## src/rtl/button_debouncer.sv

```systemverilog
// Two-button debouncer: per-button 2-flop synchronizer feeding a counter-based debounce FSM.
// Optional BUTTON_DEBOUNCER_PRESS_PULSE_EN adds one-cycle registered press pulses.

module button_debouncer_chan #(
  parameter int DEBOUNCE_CYCLES = 500000,
  parameter int CNT_WIDTH       = 19
) (
  input  logic CLK,
  input  logic RESET_N,
  input  logic raw,
`ifdef BUTTON_DEBOUNCER_PRESS_PULSE_EN
  output logic press,
`endif
  output logic level
);

  // Bit 1 of the encoding is the debounced level, so the output is a plain state flop.
  typedef enum logic [1:0] {
    STABLE_LOW  = 2'b00,
    WAIT_HIGH   = 2'b01,
    STABLE_HIGH = 2'b10,
    WAIT_LOW    = 2'b11
  } state_t;

  localparam logic [CNT_WIDTH-1:0] LAST      = CNT_WIDTH'(DEBOUNCE_CYCLES - 1);
  localparam logic [CNT_WIDTH-1:0] CNT_ONE   = CNT_WIDTH'(1);
  localparam bit                   IMMEDIATE = (DEBOUNCE_CYCLES == 1);

  logic                 s1, s2;
  state_t               state, state_nxt;
  logic [CNT_WIDTH-1:0] cnt, cnt_nxt;

  always_ff @(posedge CLK or negedge RESET_N) begin
    if (!RESET_N) begin
      s1 <= 1'b0;
      s2 <= 1'b0;
    end else begin
      s1 <= raw;
      s2 <= s1;
    end
  end

  always_ff @(posedge CLK or negedge RESET_N) begin
    if (!RESET_N) begin
      state <= STABLE_LOW;
      cnt   <= '0;
    end else begin
      state <= state_nxt;
      cnt   <= cnt_nxt;
    end
  end

  always_comb begin
    state_nxt = state;
    cnt_nxt   = cnt;
    unique case (state)
      STABLE_LOW: begin
        if (s2) begin
          if (IMMEDIATE) begin
            state_nxt = STABLE_HIGH;
          end else begin
            state_nxt = WAIT_HIGH;
            cnt_nxt   = CNT_ONE;
          end
        end
      end
      WAIT_HIGH: begin
        if (!s2) begin
          state_nxt = STABLE_LOW;
          cnt_nxt   = '0;
        end else if (cnt == LAST) begin
          state_nxt = STABLE_HIGH;
          cnt_nxt   = '0;
        end else begin
          cnt_nxt = cnt + CNT_ONE;
        end
      end
      STABLE_HIGH: begin
        if (!s2) begin
          if (IMMEDIATE) begin
            state_nxt = STABLE_LOW;
          end else begin
            state_nxt = WAIT_LOW;
            cnt_nxt   = CNT_ONE;
          end
        end
      end
      WAIT_LOW: begin
        if (s2) begin
          state_nxt = STABLE_HIGH;
          cnt_nxt   = '0;
        end else if (cnt == LAST) begin
          state_nxt = STABLE_LOW;
          cnt_nxt   = '0;
        end else begin
          cnt_nxt = cnt + CNT_ONE;
        end
      end
      default: begin
        state_nxt = STABLE_LOW;
        cnt_nxt   = '0;
      end
    endcase
  end

  assign level = state[1];

`ifdef BUTTON_DEBOUNCER_PRESS_PULSE_EN
  // Registered off the next-state decode so the pulse lands on the same edge as the rise.
  always_ff @(posedge CLK or negedge RESET_N) begin
    if (!RESET_N) begin
      press <= 1'b0;
    end else begin
      press <= ~state[1] & state_nxt[1];
    end
  end
`endif

endmodule

module button_debouncer #(
  parameter int DEBOUNCE_CYCLES = 500000,
  parameter int CNT_WIDTH       = 19
) (
  input  logic CLK,
  input  logic RESET_N,
  input  logic RAW_LEFT,
  input  logic RAW_RIGHT,
  output logic BTN_LEFT,
`ifdef BUTTON_DEBOUNCER_PRESS_PULSE_EN
  output logic BTN_LEFT_PRESS,
  output logic BTN_RIGHT_PRESS,
`endif
  output logic BTN_RIGHT
);

  button_debouncer_chan #(
    .DEBOUNCE_CYCLES(DEBOUNCE_CYCLES),
    .CNT_WIDTH      (CNT_WIDTH)
  ) u_left (
    .CLK    (CLK),
    .RESET_N(RESET_N),
    .raw    (RAW_LEFT),
`ifdef BUTTON_DEBOUNCER_PRESS_PULSE_EN
    .press  (BTN_LEFT_PRESS),
`endif
    .level  (BTN_LEFT)
  );

  button_debouncer_chan #(
    .DEBOUNCE_CYCLES(DEBOUNCE_CYCLES),
    .CNT_WIDTH      (CNT_WIDTH)
  ) u_right (
    .CLK    (CLK),
    .RESET_N(RESET_N),
    .raw    (RAW_RIGHT),
`ifdef BUTTON_DEBOUNCER_PRESS_PULSE_EN
    .press  (BTN_RIGHT_PRESS),
`endif
    .level  (BTN_RIGHT)
  );

endmodule

```

## config.mk

```make
export PLATFORM = sky130hd
export DESIGN_NAME = button_debouncer
export DESIGN_NICKNAME = d
export VERILOG_FILES = /design/src/rtl/button_debouncer.sv
export SDC_FILE = /design/constraint.sdc
export NUM_CORES = 1
export LEC_CHECK = 0
export BUFFER_PORTS_ARGS = -buffer_cell sky130_fd_sc_hd__buf_4
export CAP_MARGIN = 10
export CORE_ASPECT_RATIO = 0.8
export CORE_MARGIN = 2
export CORE_UTILIZATION = 50
export CTS_CLUSTER_SIZE = 30
export DETAILED_ROUTE_END_ITERATION = 8
export GPL_TIMING_DRIVEN = 0
export PLACE_DENSITY = 0.66
export SETUP_SLACK_MARGIN = 0.15
export SLEW_MARGIN = 40
export SYNTH_ARGS = -nofsm -noshare
export SYNTH_HDL_FRONTEND = slang
export SYNTH_SLANG_ARGS = --single-unit
export TNS_END_PERCENT = 50
```

## constraint.sdc

```tcl
create_clock -name CLK -period 2.8 [get_ports CLK]
set_input_delay 0.56 -clock CLK [delete_from_list [all_inputs] [get_ports CLK]]
set_output_delay 0.56 -clock CLK [all_outputs]
set_load 0.1 [all_outputs]
```

==> results of run 1 <==
[worst max-delay path by stage]
stage / start / endpoint / depth (start not counted)
after floorplan: flip-flop / u_right.cnt[5]$_DFFE_PN0P_ / 7
final: u_left.cnt[0]$_DFFE_PN0P_ / flip-flop / 6
after CTS: u_left.cnt[0]$_DFFE_PN0P_ / flip-flop / 6
after detailed placement: u_left.cnt[0]$_DFFE_PN0P_ / flip-flop / 6
after global routing: u_left.cnt[0]$_DFFE_PN0P_ / flip-flop / 6
after global placement: u_right.cnt[5]$_DFFE_PN0P_ / flip-flop / 6
[synthesized netlist by cell type (2+ instances only)]
library cell / number / share of area
o31ai_1: 3 / 0.0091
xor2_1: 2 / 0.0071
or3_1: 7 / 0.018
a31oi_1: 18 / 0.046
nand3_1: 18 / 0.036
nand3_2: 2 / 0.0081
nor3_1: 7 / 0.014
mux2i_1: 2 / 0.0081
o21a_1: 4 / 0.012
and3_1: 2 / 0.0051
inv_1: 7 / 0.011
ha_1: 2 / 0.010
o21ai_1: 2 / 0.0041
buf_2: 6 / 0.012
and2_1: 3 / 0.0076
a21boi_0: 2 / 0.0061
nand4_1: 11 / 0.028
nor4_1: 6 / 0.015
o21ai_0: 15 / 0.030
nor2_1: 11 / 0.017
nor4b_2: 2 / 0.012
nand2_1: 28 / 0.043
a21o_1: 3 / 0.0091
a21oi_1: 22 / 0.045
or2_2: 4 / 0.010
nand2b_1: 4 / 0.010
buf_6: 3 / 0.014
a41oi_1: 4 / 0.014
dfrtp_1: 46 / 0.47
a22o_1: 5 / 0.018
[worst max-delay path, stage by stage (launching register included)]
cell,delay (ns)
dfrtp_1,0.40
ha_1,0.27
nand3_2,0.14
or2_1,0.30
o311ai_2,0.56
nand2_1,0.15
mux2_4,0.32
[cells by family (layout without fill, tap and decap cells)]
logic type                 count (synthesis)  in the layout
and+or+nand+nor                          113            113
DFF                                       46             46
adders and majority gates                  2              2
buffers and inverters                     18             31
muxes                                      4              4
AOI/OAI and AO/OA                         81             81
xor gates and xnor gates                   2              2
[routing by layer]
| metal | up-vias | GRT usage |
|---|---|---|
| li1 | 1028 | - |
| met1 | 1024 | 0.367 |
| met2 | 48 | 0.286 |
| met3 | 6 | 0.0637 |
| met4 | 0 | 0.0389 |
| met5 | - | 0 |
[flip-flops by register name, summed over array words and instances, names as in the netlist, named ones only]
register,count
u_right.cnt,19
u_right.s2,1
u_left.s1,1
u_right.s1,1
u_left.s2,1
u_left.state,1
u_left.cnt,19
u_right.state,1
[area by class of cell]
cell class	instances	share of cell area
buffer	11	0.0264
clock buffer	5	0.0255
clock inverter	3	0.0167
inverter	7	0.00974
multi-input combinational	202	0.453
sequential	46	0.427
tap	60	0.0278
timing repair buffer	5	0.0139
[power groups by stage]
stage | logic (mW) | registers [mW] | clock network (mW)
2_1_floorplan | 0.553 | 0.917 | 0
4_1_cts | 0.882 | 0.810 | 0.520
3_3_place_gp | 0.864 | 0.821 | 0
5_1_grt | 0.970 | 0.823 | 0.544
3_5_place_dp | 0.878 | 0.823 | 0
6_report | 0.886 | 0.811 | 0.504
==> impl_metrics.tcl, run 1 <==
set metrics [dict create \
    n_fill_cell 434 \
    setup_violations 0 \
    syn-instance-count 266 \
    p_leak_nw 1.07 \
    power-per-cell-area_mw_per_mm2 816 \
    grt_pass1_vias 1825 \
    die_y_um 66.9 \
    sequential_cell_area_mm2 0.00115 \
    highest_layer "met4" \
    final_cell_mix "dfrtp_1 (46), nand2_1 (28), a21oi_1 (22)" \
    synth_top_family_by_area "simple AND/OR/NAND/NOR gates" \
    reg2reg_setup_slack_ns 0.55 \
    path_class "flip-flop to flip-flop" \
    drc 0 \
    clockBufferDepth 2 \
    yosysWarnings 0 \
    cts_tree "done" \
    worst_setup_path_start_kind "flip-flop" \
    drv_cap 0 \
    fin_area_mm2 0.00270 \
    synthSimpleGateAreaFrac 0.252 \
    r2r_start "u_left.cnt[0]$_DFFE_PN0P_" \
    cts_buffers 5 \
    rows 22 \
    worst_slack_ns 0.547 \
    fin_setup_tns_ns 0 \
    synthArstFlopShare 1.00 \
    fin_util 0.576 \
    antenna_found_initial 0 \
    ys.flop_type "dfrtp_1" \
    gp_congestion 0.926 \
    synth.distinct_cells 45 \
    wire_per_inst_um 16.4 \
    yosysSeqAreaShare 0.466 \
    syn2layout_area_growth_pct 9.16 \
    dpl.cell_count 331 \
    r2r_cells 6 \
    num_vias 2106 \
    synth_compound_gate_area_share 0.207 \
    wl_met1_mm 3.02 \
    synth.area.mux_share 0.0187 \
    p_int_mw 1.30 \
    routed-wl-met3_um 368 \
    seq_power_share 0.368 \
    finalClockSkew_ns 0.00647 \
    placed_cell_area_mm2 0.00258 \
    grt_max_degree 47 \
    worstPathRequired_ns 2.98 \
    layout.nets 284 \
    drtIter0Drc 151 \
    n_antenna_cell 0 \
    worstHoldPathType "input pin to async pin" \
    ir_drop_v 0.000611 \
    multi_input_area_mm2 0.00122 \
    grt_usage 0.224 \
    finalNonFillerCells 339 \
    power_mw 2.20 \
    die_w_um 82.6 \
    synth_fa_ha_area_frac 0.0101 \
    hold_buffers 0 \
    die_area_mm2 0.00552 \
    endpoint_kind "flip-flop" \
    timing.fmax_mhz 444 \
    pin_count 6 \
    period_minus_slack_ns 2.25 \
    ctsResizeCount 0 \
    place_ws_ns 0.572 \
    core_mm2 0.00468 \
    dr.pass1.iters 4 \
    grt_remaining_overflow 0 \
    path_clk_slew_ns 0.09 \
    p_sw_mw 0.903 \
    finalWirelength_mm 5.56 \
    rsz0062_at_grt "no" \
    slew_headroom 0.510 \
    root_buffer "clkbuf_8" \
    htreeDepth 2 \
    synthesis.nets 272 \
    holdWs_ns 0.248 \
    ant_nets 0 \
    clk-insertion-delay-late_ns 0.30 \
    post_cts_buffers 0 \
    wl_met2_mm 2.13 \
    grt_pass1_wl_mm 9.22 \
    synth-xor-area-share 0.00709 \
    status "completed" \
    hold_viol 0 \
    worstMarginPinSlew_ns 0.733 \
    power_frac_clock 0.229 \
    worstPathMaxFanout 7 \
    final_common_cell "dfrtp_1" \
    drv_slew 0 \
    viasPerCell 6.21 \
    port_buffers 5 \
    synth_edf_count 0 \
    switching_share 0.410 \
    arrival_ns 2.44 \
    comb_power_share 0.402 \
    period_share 0.805 \
    hpwl_mm 3.84 \
    initial_utilization 0.528 \
    syn-cell-area_mm2 0.00247 \
    final_layout_size_suffix_gt1_frac 0.125 \
    cts.sinks 46 \
    avgSynthCellArea_um2 9.29 \
    ys_ff_latch 46 \
]
(Power assumes the default switching activity.)
==> run 2: changes to the inputs <==
==> constraint.sdc (replaced) <==
create_clock -name CLK -period 2.1 [get_ports CLK]
set_input_delay 0.42 -clock CLK [delete_from_list [all_inputs] [get_ports CLK]]
set_output_delay 0.42 -clock CLK [all_outputs]
set_load 0.1 [all_outputs]
==> run 2 against run 1 <==
  * Wire length is 1.3% higher
  * Combinational power is 52% higher
  * Global-route usage is 1.3 points higher
  * Highest routed layer unchanged
  * Utilization is 5.5 points higher
  * Clock-buffer cell count stayed put
  * Sequential power is 37% higher
  * Critical path depth is 1 lower
==> impl_metrics.tcl, run 2 (synthesis gave the netlist of run 1 again) <==
set metrics [dict create \
    worstPathRequired_ns 2.29 \
    pin_count 6 \
    r2r_start "u_left.cnt[5]$_DFFE_PN0P_" \
    port_buffers 5 \
    status "completed" \
    ant_nets 0 \
    crit_path_cell_trace "nand4_1 > or4_4 > nor3_2 > o21ai_1 > a22o_1" \
    r2r_cells 5 \
    drv_cap 0 \
    hpwl_mm 3.74 \
    drc 0 \
    worst_path_largest_cell_delay_ns 0.59 \
    n_antenna_cell 0 \
    finalNonFillerCells 349 \
    path_class "flip-flop to flip-flop" \
    p_leak_nw 1.15 \
    grt_remaining_overflow 0 \
    worstMarginPinSlew_ns 0.773 \
    layout.nets 294 \
    fin_util 0.631 \
    final_layout_size_suffix_gt1_frac 0.232 \
    grt_pass1_vias 1951 \
    grt_usage 0.237 \
    die_y_um 66.9 \
    die_w_um 82.6 \
    timing.fmax_mhz 512 \
    reg_top3 "u_left.cnt: 19 flops, u_right.cnt: 19 flops" \
    dpl.cell_count 331 \
    finalWirelength_mm 5.63 \
    final_common_cell "dfrtp_1" \
    antenna_found_initial 0 \
    period_share 0.931 \
    worst_setup_path_start_kind "flip-flop" \
    holdWs_ns 0.113 \
    r2r-end "u_left.cnt[17]$_DFFE_PN0P_" \
    gp_congestion 0.888 \
    finalClockSkew_ns 0.00862 \
    rows 22 \
    syn2layout_area_growth_pct 19.5 \
    initial_utilization 0.528 \
    core_mm2 0.00468 \
    root_buffer "clkbuf_8" \
    power-per-cell-area_mw_per_mm2 1060 \
    crit_path_end "u_left.cnt[17]$_DFFE_PN0P_" \
    cts.sinks 46 \
    crit_start "u_left.cnt[5]$_DFFE_PN0P_" \
    slew_headroom 0.483 \
    viasPerCell 6.10 \
    num_vias 2128 \
    rsz0062_at_grt "yes" \
    arrival_ns 2.15 \
    worstPathMaxFanout 7 \
    power_mw 3.13 \
    dr.pass1.iters 4 \
    die_area_mm2 0.00552 \
    htreeDepth 2 \
    hold_viol 0 \
    reg2reg_setup_slack_ns 0.15 \
    clk-insertion-delay-late_ns 0.30 \
    slowest_stage "or4_4" \
    period_minus_slack_ns 1.95 \
    cts_tree "done" \
    path_clk_slew_ns 0.09 \
    drtIter0Drc 144 \
    grt_max_degree 47 \
    worstHoldPathType "input pin to async pin" \
    wire_per_inst_um 16.1 \
    clockBufferDepth 2 \
    endpoint_kind "flip-flop" \
    ir_drop_v 0.000885 \
    final_cell_mix "dfrtp_1 (42), nand2_1 (27), a21oi_1 (20)" \
    drv_slew 0 \
    cts_buffers 5 \
    setup_violations 0 \
    grt_pass1_wl_mm 9.71 \
]
-- run 2: cell count changes in the layout (fill, tap and decap cells not counted), sizes merged --
cell      before  now
inv            7    8
clkinv         0    1
clkinvlp       2    0
buf           15   25
-- run 2: cell type report --
cell class	count	area, um^2
fill	399	1730
inverter	7	26.3
sequential	46	1160
multi-input combinational	202	1370
clock inverter	3	43.8
buffer	11	98.8
clock buffer	5	68.8
timing repair buffer	15	113
tap	60	75.1
-- run 2: per-layer routing --
layer	global-route usage	share of wire	up-vias
met5	0	0	-
met4	0.0594	0.0060	0
met3	0.0596	0.073	2
met2	0.294	0.39	53
met1	0.395	0.53	1025
li1	-	-	1048
-- run 2: worst max-delay path, delay by kind of cell (launching register included) --
kind	cells	cell delay [ns]
and+or+nand+nor	3	1.04
DFF	1	0.49
AOI/OAI and AO/OA	2	0.31
-- run 2: what timing repair did --
item                                    4_1_cts  5_1_grt
endpoints found under the setup margin       36       34
hold buffers                                  0        0
pin swaps                                     3        5
setup buffers                                 4        6
resized for setup                            19       23
-- run 2: how the worst min path moves through the flow --
stage | startpoint | endpoint | slack [ns]
after floorplan | RESET_N | async pin | 0.12
after global placement | u_right.s1$_DFF_PN0_ | u_right.s2$_DFF_PN0_ | 0.33
after detailed placement | u_left.s1$_DFF_PN0_ | u_left.s2$_DFF_PN0_ | 0.34
after CTS | RESET_N | u_left.cnt[5]$_DFFE_PN0P_ | 0.14
after global routing | RESET_N | u_right.cnt[2]$_DFFE_PN0P_ | 0.17
final | RESET_N | u_left.cnt[8]$_DFFE_PN0P_ | 0.11
-- run 2: report_power, final --
part           switching (mW)  internal (mW)
Combinational           0.819          0.527
Sequential              0.121          0.985
Clock                   0.316          0.357
-- run 2: metrics by stage --
| stage | instance area, um^2 | setup TNS [ns] | setup WS, ns |
|---|---|---|---|
| 2_1_floorplan | 2480 | 0 | 0.186 |
| 3_3_place_gp | 2590 | -0.167 | -0.104 |
| 3_5_place_dp | 2590 | -0.163 | -0.0897 |
| 4_1_cts | 2840 | 0 | 0.153 |
| 5_1_grt | 2950 | 0 | 0.0847 |
| 6_report | 2950 | 0 | 0.145 |
